File: config.mk
export PLATFORM = sky130hd
export DESIGN_NAME = serial_subtractor
export DESIGN_NICKNAME = d
export VERILOG_FILES = /design/src/rtl/serial_subtractor.sv
export SDC_FILE = /design/constraint.sdc
export NUM_CORES = 1
export LEC_CHECK = 0
export ABC_AREA = 1
export CORE_MARGIN = 5
export CORE_UTILIZATION = 52
export DETAILED_ROUTE_END_ITERATION = 12
export DONT_BUFFER_PORTS = 1
export PLACE_DENSITY = 0.71
export SLEW_MARGIN = 20
export SYNTH_ARGS = -nofsm -noshare
export SYNTH_HDL_FRONTEND = slang
export SYNTH_SLANG_ARGS = --single-unit
File: constraint.sdc
create_clock -name CLK -period 1.6 [get_ports CLK]
set_input_delay 0.48 -clock CLK [delete_from_list [all_inputs] [get_ports CLK]]
set_output_delay 0.48 -clock CLK [all_outputs]
set_load 0.01 [all_outputs]
File: src/rtl/serial_subtractor.sv
// Bit-serial subtractor: computes A-B one bit per cycle, LSB first, and
// registers the difference plus borrow/zero/overflow flags on completion.
module serial_subtractor #(
    parameter int unsigned WIDTH = 8
) (
    input  logic             CLK,
    input  logic             RST,
    input  logic             START,
    input  logic [WIDTH-1:0] A,
    input  logic [WIDTH-1:0] B,
    output logic [WIDTH-1:0] DIFF,
    output logic             B_OUT,
    output logic             ZERO,
    output logic             OVF,
    output logic             BUSY,
    output logic             DONE
);
    localparam int unsigned CntW = $clog2(WIDTH);
    localparam logic [CntW-1:0] LastBit = CntW'(WIDTH - 1);

    typedef enum logic [1:0] {
        StIdle,
        StShift,
        StFin
    } state_e;

    state_e           state_q, state_d;
    logic [WIDTH-1:0] a_q, a_d;
    logic [WIDTH-1:0] b_q, b_d;
    logic [WIDTH-1:0] res_q, res_d;
    logic [CntW-1:0]  cnt_q, cnt_d;
    logic             br_q, br_d;
    logic             a_msb_q, a_msb_d;
    logic             b_msb_q, b_msb_d;
    logic [WIDTH-1:0] diff_q, diff_d;
    logic             bout_q, bout_d;
    logic             zero_q, zero_d;
    logic             ovf_q, ovf_d;

    logic             d_bit;
    logic             br_next;
    logic [WIDTH-1:0] res_shift;

    always_comb begin
        state_d = state_q;
        a_d     = a_q;
        b_d     = b_q;
        res_d   = res_q;
        cnt_d   = cnt_q;
        br_d    = br_q;
        a_msb_d = a_msb_q;
        b_msb_d = b_msb_q;
        diff_d  = diff_q;
        bout_d  = bout_q;
        zero_d  = zero_q;
        ovf_d   = ovf_q;

        d_bit     = a_q[0] ^ b_q[0] ^ br_q;
        br_next   = (~a_q[0] & b_q[0]) | (~(a_q[0] ^ b_q[0]) & br_q);
        res_shift = {d_bit, res_q[WIDTH-1:1]};

        unique case (state_q)
            StIdle: begin
                if (START) begin
                    a_d     = A;
                    b_d     = B;
                    // Operand MSBs are kept aside since the shift registers lose them.
                    a_msb_d = A[WIDTH-1];
                    b_msb_d = B[WIDTH-1];
                    res_d   = '0;
                    cnt_d   = '0;
                    br_d    = 1'b0;
                    state_d = StShift;
                end
            end
            StShift: begin
                a_d   = a_q >> 1;
                b_d   = b_q >> 1;
                res_d = res_shift;
                br_d  = br_next;
                cnt_d = cnt_q + 1'b1;
                if (cnt_q == LastBit) begin
                    state_d = StFin;
                    diff_d  = res_shift;
                    bout_d  = br_next;
                    zero_d  = (res_shift == '0);
                    ovf_d   = (a_msb_q ^ b_msb_q) & (a_msb_q ^ d_bit);
                end
            end
            StFin: begin
                state_d = StIdle;
            end
            default: begin
                state_d = StIdle;
            end
        endcase
    end

    always_ff @(posedge CLK) begin
        if (RST) begin
            state_q <= StIdle;
            a_q     <= '0;
            b_q     <= '0;
            res_q   <= '0;
            cnt_q   <= '0;
            br_q    <= 1'b0;
            a_msb_q <= 1'b0;
            b_msb_q <= 1'b0;
            diff_q  <= '0;
            bout_q  <= 1'b0;
            zero_q  <= 1'b1;
            ovf_q   <= 1'b0;
        end else begin
            state_q <= state_d;
            a_q     <= a_d;
            b_q     <= b_d;
            res_q   <= res_d;
            cnt_q   <= cnt_d;
            br_q    <= br_d;
            a_msb_q <= a_msb_d;
            b_msb_q <= b_msb_d;
            diff_q  <= diff_d;
            bout_q  <= bout_d;
            zero_q  <= zero_d;
            ovf_q   <= ovf_d;
        end
    end

    assign DIFF  = diff_q;
    assign B_OUT = bout_q;
    assign ZERO  = zero_q;
    assign OVF   = ovf_q;
    assign BUSY  = (state_q == StShift);
    assign DONE  = (state_q == StFin);

endmodule

Word level (Yosys, flattened, before mapping)
Index checks and enable logic that the tools add are counted.
{"block": "totals", "register_bits": 43}
{"block": "classes", "n_addsub": 1, "n_eq_ne": 5, "mux": 13, "bitwise_logic": 10, "n_reduce_logical": 7}
{"cell": "one-hot mux 8 bit (2 select lines)", "count": 3}
{"cell": "two-way mux 8 bit", "count": 3}
{"cell": "logical NOT 8 bit", "count": 1}
{"cell": "AND reduction 2 bit", "count": 4}
{"cell": "one-hot mux 3 bit (2 select lines)", "count": 1}
{"cell": "two-way mux 2 bit", "count": 2}
{"cell": "one-hot mux 2 bit (2 select lines)", "count": 1}
{"cell": "bitwise XOR 1 bit", "count": 4}
{"cell": "adder 3 x 1 -> 3 bit (second input constant)", "count": 1}
{"cell": "AND 1 bit", "count": 3}
{"cell": "== test 3 bit (second input constant)", "count": 1}
{"cell": "two-way mux 3 bit", "count": 1}
{"cell": "== test 2 x 1 -> 1 bit (second input constant)", "count": 1}
{"cell": "== test 2 bit (second input constant)", "count": 1}
{"cell": "logical NOT 2 bit", "count": 1}
{"cell": "!= test 2 x 1 -> 1 bit (second input constant)", "count": 1}
{"cell": "!= test 2 bit (second input constant)", "count": 1}
{"cell": "NOT 1 bit", "count": 2}
{"cell": "one-hot mux 1 bit (2 select lines)", "count": 1}
{"cell": "nonzero test 2 bit", "count": 1}
{"cell": "two-way mux 1 bit", "count": 1}
{"cell": "OR 1 bit", "count": 1}

Longest topological paths before layout
Gate-level depths: netlist of the first run.
{"block": "logic_depth", "ltp_word": 5, "mapped_depth": 7, "depth_no_buf": 7}

Least setup slack after synthesis of the first run
Ideal clock, no wire load.
{"block": "synth_timing", "path_type": "register -> register", "from": "register a_q[0]", "to": "register ovf_q, in the netlist OVF", "arrival_time_ps": 1222, "setup_slack_ps": 269, "path_stages_with_launch": 8, "path_cell_list": "dfxtp_1 inv_1 fa_1 inv_1 nand3_1 nand3_1 nand2_1 inv_1"}
{"block": "synth_via", "elab_chain_cells": 4}
{"item": "start: declaration", "line_no": "28", "rtl": "logic [WIDTH-1:0] a_q, a_d;"}
{"item": "start signal: assignment", "line_no": "102", "rtl": "a_q <= '0;"}
{"item": "start signal: assignment", "line_no": "115", "rtl": "a_q <= a_d;"}
{"item": "bitwise XOR 1 bit (2 in a row)", "line_no": "58", "rtl": "d_bit = a_q[0] ^ b_q[0] ^ br_q;"}
{"item": "bitwise XOR 1 bit", "line_no": "87", "rtl": "ovf_d = (a_msb_q ^ b_msb_q) & (a_msb_q ^ d_bit);"}
{"item": "AND 1 bit", "line_no": "87"}
{"item": "end signal: assignment", "line_no": "125", "rtl": "ovf_q <= ovf_d;"}
{"item": "end: declaration", "line_no": "38", "rtl": "logic ovf_q, ovf_d;"}
No other way between the ends.
A chain may end at the register's enable or synchronous reset.

Worst setup path in the final report of the first run
{"block": "layout_timing", "from": "register state_q[1]", "to": "output DONE"}
{"block": "layout_via", "elab_chain_cells": 1}
{"item": "start: declaration", "line_no": "27", "rtl": "state_e state_q, state_d;"}
{"item": "start signal: assignment", "line_no": "101", "rtl": "state_q <= StIdle;"}
{"item": "start signal: assignment", "line_no": "114", "rtl": "state_q <= state_d;"}
{"item": "== test 2 bit", "line_no": "134", "rtl": "assign DONE = (state_q == StFin);"}
{"item": "end: declaration", "line_no": "16", "rtl": "output logic DONE"}
No other way between the ends.

==> metrics, run 1 <==
vias in the first global route=1415; hold slack=0.245 ns; worst skew pair latency=0.29 ns; leading register cell type out of synthesis=dfxtp_1; I/O Buffers=0; post-route ant nets=0; Slew headroom=0.771; CP peak stage delay=0.38 ns; status=finished, final reports clean; ys async rst share=0; ranking of synthesized cells by area=dfxtp_1, nand2_1, nor2_1, nand3_1, a21oi_1; cell area after placement=slightly below 2000 um2; Startpoint Class=register; CP max FO=4; CTS tree=yes; post-DP HPWL=2690 um; Distinct cells, synth=21; Multi-input gate area=877 um2; via count=between 1500 and 2000; clock slew at reported path FFs=0.08 ns; MaxCap Viol Count=0; Mapped Nets=301; most frequent cells after synthesis=nand2_1, dfxtp_1, nor2_1, inv_1, nand3_1; worst reg-to-reg setup slack=~0.18 ns; Die Span Y=roughly 71 um; reg2reg end=OVF$_SDFFE_PP0P_; top cell type by total area after synthesis=dfxtp_1; crit share post-route=0.957; Critical Path Sink=DONE; worst path cell trace=inv_4 > buf_4 > nor2_1; FMAX=0.653 GHz; fin area=roughly 2100 um2; cell leakage power=around 0.92 nW; fraction of layout cells with a size suffix above 1=0.0883; Reg2Reg Depth=7; clock tree buffer depth=2; Core Footprint=roughly 3600 um2; syn_area_per_cell=6.90 um2; Final setup violation count=0; Synth Warn #=0; GP Congestion=0.799; die area=approximately 5000 um2; total wire length=3860 um; FF+latch area=842 um2; CTS H-tree depth=2; CP required=1.12 ns; Row Count=22; Initial Util=0.532; clk sinks=42; largest net degree at the start of global routing=27; vias per cell=4.82; EDFF count, synth=0; grt total ovfl=0; Final Core Density=0.571; Slew Limit Fails=0; post-synthesis cell area=1920 um2; Num CTS Buffers=5; gr usage total=0.165; first-pass GRT wire length=6690 um; antenna violations before repair=0; crit path DAT=1.05 ns; Worst setup EP type=output port; most frequent cell after synthesis=nand2_1; hold buffer count at cts=0; drt first pass iters=4; diodes inserted=0; Final Hold Vio Count=0; Worst path slowest cell=dfxtp_1; critical path class=reg2out; WL/cell=11.7 um; Min-Delay Path Class=in2reg; post-synthesis sequential area ratio=0.438; crit path time final=1.53 ns; worst vdd ir=0.000738 V; Filler cells=roughly 350; Synth top area share=0.438; die width=70.8 um; power density cells=1010 nW/um2; final net count=305; DRC violations left=0; Setup TNS=0 ns; Yosys reg bits=42; CP Launch Point=state_q[1]$_SDFFE_PP0P_; Setup Skew=0.00650 ns; Area growth, synth to finish=7.37%; unrepaired setup endpoints after global routing=false; Mapped Cells=278; Tightest Pin Transition=about 0.34 ns; drt initial violations=about 120; Root Driver=clkbuf_8; reg-to-reg startpoint=a_q[0]$_SDFFE_PP0P_; io pins=32
-- sequential cells by signal, summed over array words and instances (netlist names), 2 cells and up --
register and count:
cnt_q 3, res_q 7, b_q 8, state_q 2, a_q 8, DIFF 8
-- layer usage --
metal / GRT usage / vias up / share of wire
li1: - / 863 / -
met1: 0.218 / 702 / 0.48
met2: 0.262 / 25 / 0.45
met3: 0.0511 / 6 / 0.054
met4: 0.0459 / 0 / 0.011
met5: 0 / - / 0
-- placed cells by master, fill, tap and decap left out, types with 2 or more instances in the layout --
cell       n
buf_4     11
nand2_1   99
nand3_1   25
o21ai_0    4
inv_1     26
fa_1       2
clkbuf_8   6
nor2_1    37
ha_1       2
a21oi_1   20
dfxtp_1   41
-- power breakdown --
part           switching [W]  internal [W]  total [W]
sequential         0.0000307       0.00109    0.00112
clock               0.000355      0.000348   0.000703
combinational       0.000154     0.0000940   0.000248
-- stage by stage --
step           power, W  cells  setup slack, ns
2_1_floorplan   0.00136    278            0.269
3_3_place_gp    0.00139    320            0.222
3_5_place_dp    0.00140    320            0.205
4_1_cts         0.00209    331           0.0193
5_1_grt         0.00219    331           0.0202
6_report        0.00207    331           0.0684
-- worst max-delay path, delay by kind of cell, from the launching register on --
kind,cells,cell delay [ns]
buffers and inverters,2,0.20
and+or+nand+nor,1,0.19
DFF,1,0.38
-- cells by family (layout without fill, tap and decap cells) --
logic type | Yosys count | in the layout | synth area share
AND/OR/NAND/NOR | 165 | 165 | 0.352
flip-flops | 42 | 42 | 0.438
buffers and inverters | 42 | 47 | 0.105
AO/OA/AOI/OAI | 25 | 25 | 0.0711
adder cells (fa/ha/maj) | 4 | 4 | 0.0339
-- final cells by class --
cell class              count  area share
flip-flops and latches     42       0.409
repair buffers             11      0.0401
inverters                  28      0.0522
well taps                  48      0.0291
clock inverters             1     0.00243
clock buffers               7      0.0419
multi-input cells         194       0.426
-- timing repair --
action                     4_1_cts  5_1_grt
resized for setup                0        1
pin swaps                        0        0
hold endpoints to repair         0        0
setup endpoints to repair        1        2
buffers inserted                 3        0
-- worst min-delay path by stage --
stage                        start                       to  slack [ns]  depth (start not counted)
3_5_place_dp   b_q[7]$_SDFFE_PP0P_      b_q[7]$_SDFFE_PP0P_        0.45                          2
3_3_place_gp   a_q[7]$_SDFFE_PP0P_      a_q[7]$_SDFFE_PP0P_        0.45                          2
5_1_grt                        RST  state_q[0]$_SDFFE_PP0P_        0.23                          1
2_1_floorplan  a_q[7]$_SDFFE_PP0P_      a_q[7]$_SDFFE_PP0P_        0.44                          2
6_report                       RST     DIFF[3]$_SDFFE_PP0P_        0.25                          1
4_1_cts                        RST    res_q[4]$_SDFFE_PP0P_        0.24                          1
(Power assumes the default switching activity.)
==> run 2: changes to the inputs <==
ABC_CLOCK_PERIOD_IN_PS = 1600   (was default)
==> results of run 2 <==
Final layout, timing and power as in run 1 (identical DEF).
==> run 3: changes to the inputs <==
CORE_MARGIN = 10   (was 5)
==> run 3 against run 2 <==
Effect of this change:
- flip-flop and latch count is the same
- design area fell by 0.61%
- fmax grew 0.48%
- core utilization shrank 0.35 points
- total power is 1.4% lower
- worst hold slack improved by 0.0030 ns
- via count is 2.0% lower
- critical path depth fell by 1
- wire length is 4.9% higher
- sequential share of layout area grew 0.19 points
- final cell count down 0.91%
- register-to-register slack better by 0.02 ns
- largest power group unchanged
- highest routed layer unchanged
==> metrics, run 3 (synthesized netlist as in run 1, its figures left out) <==
die area=6520 um2 (+30%); MaxCap Viol Count=0 (unchanged); crit path time final=1.52 ns (-0.00725 ns); Cells on Worst Hold Path=1 (unchanged); Reg power frac=0.549 (+0.007); crit path DAT=1.04 ns (about the same); Root Driver=clkbuf_8; io pins=32 (unchanged); Setup Skew=0.00746 ns (+0.000958 ns); worst skew pair latency=0.29 ns (about the same); clock tree buffer depth=2 (unchanged); Num CTS Buffers=5 (unchanged); Setup TNS=0 ns (unchanged); clk sinks=42 (unchanged); hold slack=0.248 ns (+0.00303 ns); grt total ovfl=0 (unchanged); post-DP HPWL=2900 um (+8.0%); total wire length=4050 um (+4.9%); critical path class=reg2out; pre-CTS setup slack=0.194 ns (-0.0104 ns); CTS tree=yes; most frequent cells in the layout=nand2_1, dfxtp_1, nor2_1; Switch Pwr=0.000522 W (-3.2%); CP peak stage delay=0.49 ns (+0.11 ns); Startpoint Class=register; power density cells=999 nW/um2 (-0.75%); Sw Share=0.255 (-0.00494); Die Span Y=80.8 um (+14%); Tightest Pin Transition=0.347 ns (+0.00328 ns); Row Count=22 (unchanged); FMAX=0.656 GHz (+0.48%); fraction of layout cells with a size suffix above 1=0.0821 (-0.00620); Min-Delay Path Class=in2reg; WL/cell=12.3 um (+5.9%); Area growth, synth to finish=6.71%; first-pass GRT wire length=6610 um (-1.2%); Slew Limit Fails=0 (unchanged); internal power=0.00152 W (-0.70%); CTS H-tree depth=2 (unchanged); Initial Util=0.532 (unchanged); I/O Buffers=0 (unchanged); largest net degree at the start of global routing=24 (-11%); worst path cell trace=buf_4 > nor2_2; diodes inserted=0 (unchanged); post-route setup slack=0.0756 ns (+0.00725 ns); reg2reg end=OVF$_SDFFE_PP0P_; cell leakage power=0.917 nW (-0.80%); die width=80.8 um (+14%); CP required=1.12 ns (about the same); Core Footprint=3610 um2 (unchanged); vias per cell=4.77 (-1.1%); worst vdd ir=0.000589 V (-20%); total power=0.00205 W (-1.4%); final net count=304 (-0.33%); GP Congestion=0.744 (-6.9%); WP buf/inv=1 (-1); Final Hold Vio Count=0 (unchanged); crit share post-route=0.953 (-0.00453); antenna violations before repair=0 (unchanged); Worst path slowest cell=dfxtp_1; status=finished, final reports clean; Reg2Reg Depth=7 (unchanged); Worst setup EP type=output port; reg-to-reg startpoint=a_q[0]$_SDFFE_PP0P_; clock share of power=0.326 (-0.013); delay-heaviest family, CP=flip-flops; worst reg-to-reg setup slack=0.20 ns (+0.02 ns); fin area=2050 um2 (-0.61%); Final setup violation count=0 (unchanged); gr usage total=0.128 (-0.0368); sink of the worst hold path=res_q[4]$_SDFFE_PP0P_; Slew headroom=0.768 (-0.00219); via count=1564 (-2.0%); drt initial violations=107 (-12%); vias in the first global route=1357 (-4.1%); CP max FO=6 (+2); cell area after placement=1960 um2 (+0.77%); combinational share of power=0.125 (+0.006); drt first pass iters=4 (unchanged); DRC violations left=0 (unchanged); min-delay src=RST; commonest non-fill, non-tap cell in the layout=nand2_1; post-route ant nets=0 (unchanged); clock slew at reported path FFs=0.08 ns (about the same); unrepaired setup endpoints after global routing=false
-- run 3: metal layers --
layer / wire length, um / GRT usage / up-vias / part of all wire
met5: 0 / 0 / - / 0
met4: 69 / 0.0571 / 0 / 0.017
met3: 181 / 0.0397 / 7 / 0.045
met2: 1880 / 0.199 / 22 / 0.46
met1: 1920 / 0.160 / 679 / 0.47
li1: - / - / 856 / -
-- run 3: how the worst max path moves through the flow --
stage | depth (start not counted) | startpoint | end | slack, ns
floorplan | 7 | a_q[0]$_SDFFE_PP0P_ | OVF$_SDFFE_PP0P_ | 0.27
global placement | 7 | a_q[0]$_SDFFE_PP0P_ | OVF$_SDFFE_PP0P_ | 0.24
detailed placement | 7 | a_q[0]$_SDFFE_PP0P_ | OVF$_SDFFE_PP0P_ | 0.19
CTS | 2 | state_q[0]$_SDFFE_PP0P_ | DONE | 0.03
global route | 2 | state_q[0]$_SDFFE_PP0P_ | BUSY | 0.0002
finish | 2 | state_q[0]$_SDFFE_PP0P_ | DONE | 0.08
-- run 3: layout make-up --
class / count / area (um2)
fill: 369 / 1560
multi-input combinational: 194 / 880
sequential: 42 / 841
inverter: 28 / 110
clock buffer: 6 / 82.6
timing repair buffer: 10 / 75.1
tap: 48 / 60.1
-- run 3: through the flow --
step                utilization  cells
finish                    0.568    328
global route              0.568    328
CTS                       0.567    328
detailed placement        0.544    322
global placement          0.544    322
floorplan                     -    278
-- run 3: worst register-to-register path: stages (launching register included) --
cell	delay, ns
dfxtp_1	0.36
inv_1	0.09
fa_1	0.56
inv_1	0.06
nand3_1	0.07
nand3_1	0.07
nand2_1	0.07
inv_1	0.03
-- run 3: what timing repair did --
| item | CTS | global route |
|---|---|---|
| endpoints found under the setup margin | 0 | 2 |
| resized for setup | 0 | 2 |
| hold buffers | 0 | 0 |
| setup buffers | 0 | 0 |
-- run 3: power groups by stage --
stage / Sequential, W / Combinational (W) / Clock [W]
floorplan: 0.00114 / 0.000222 / 0
global placement: 0.00115 / 0.000249 / 0
detailed placement: 0.00115 / 0.000255 / 0
CTS: 0.00112 / 0.000257 / 0.000675
global route: 0.00113 / 0.000297 / 0.000732
finish: 0.00112 / 0.000255 / 0.000667
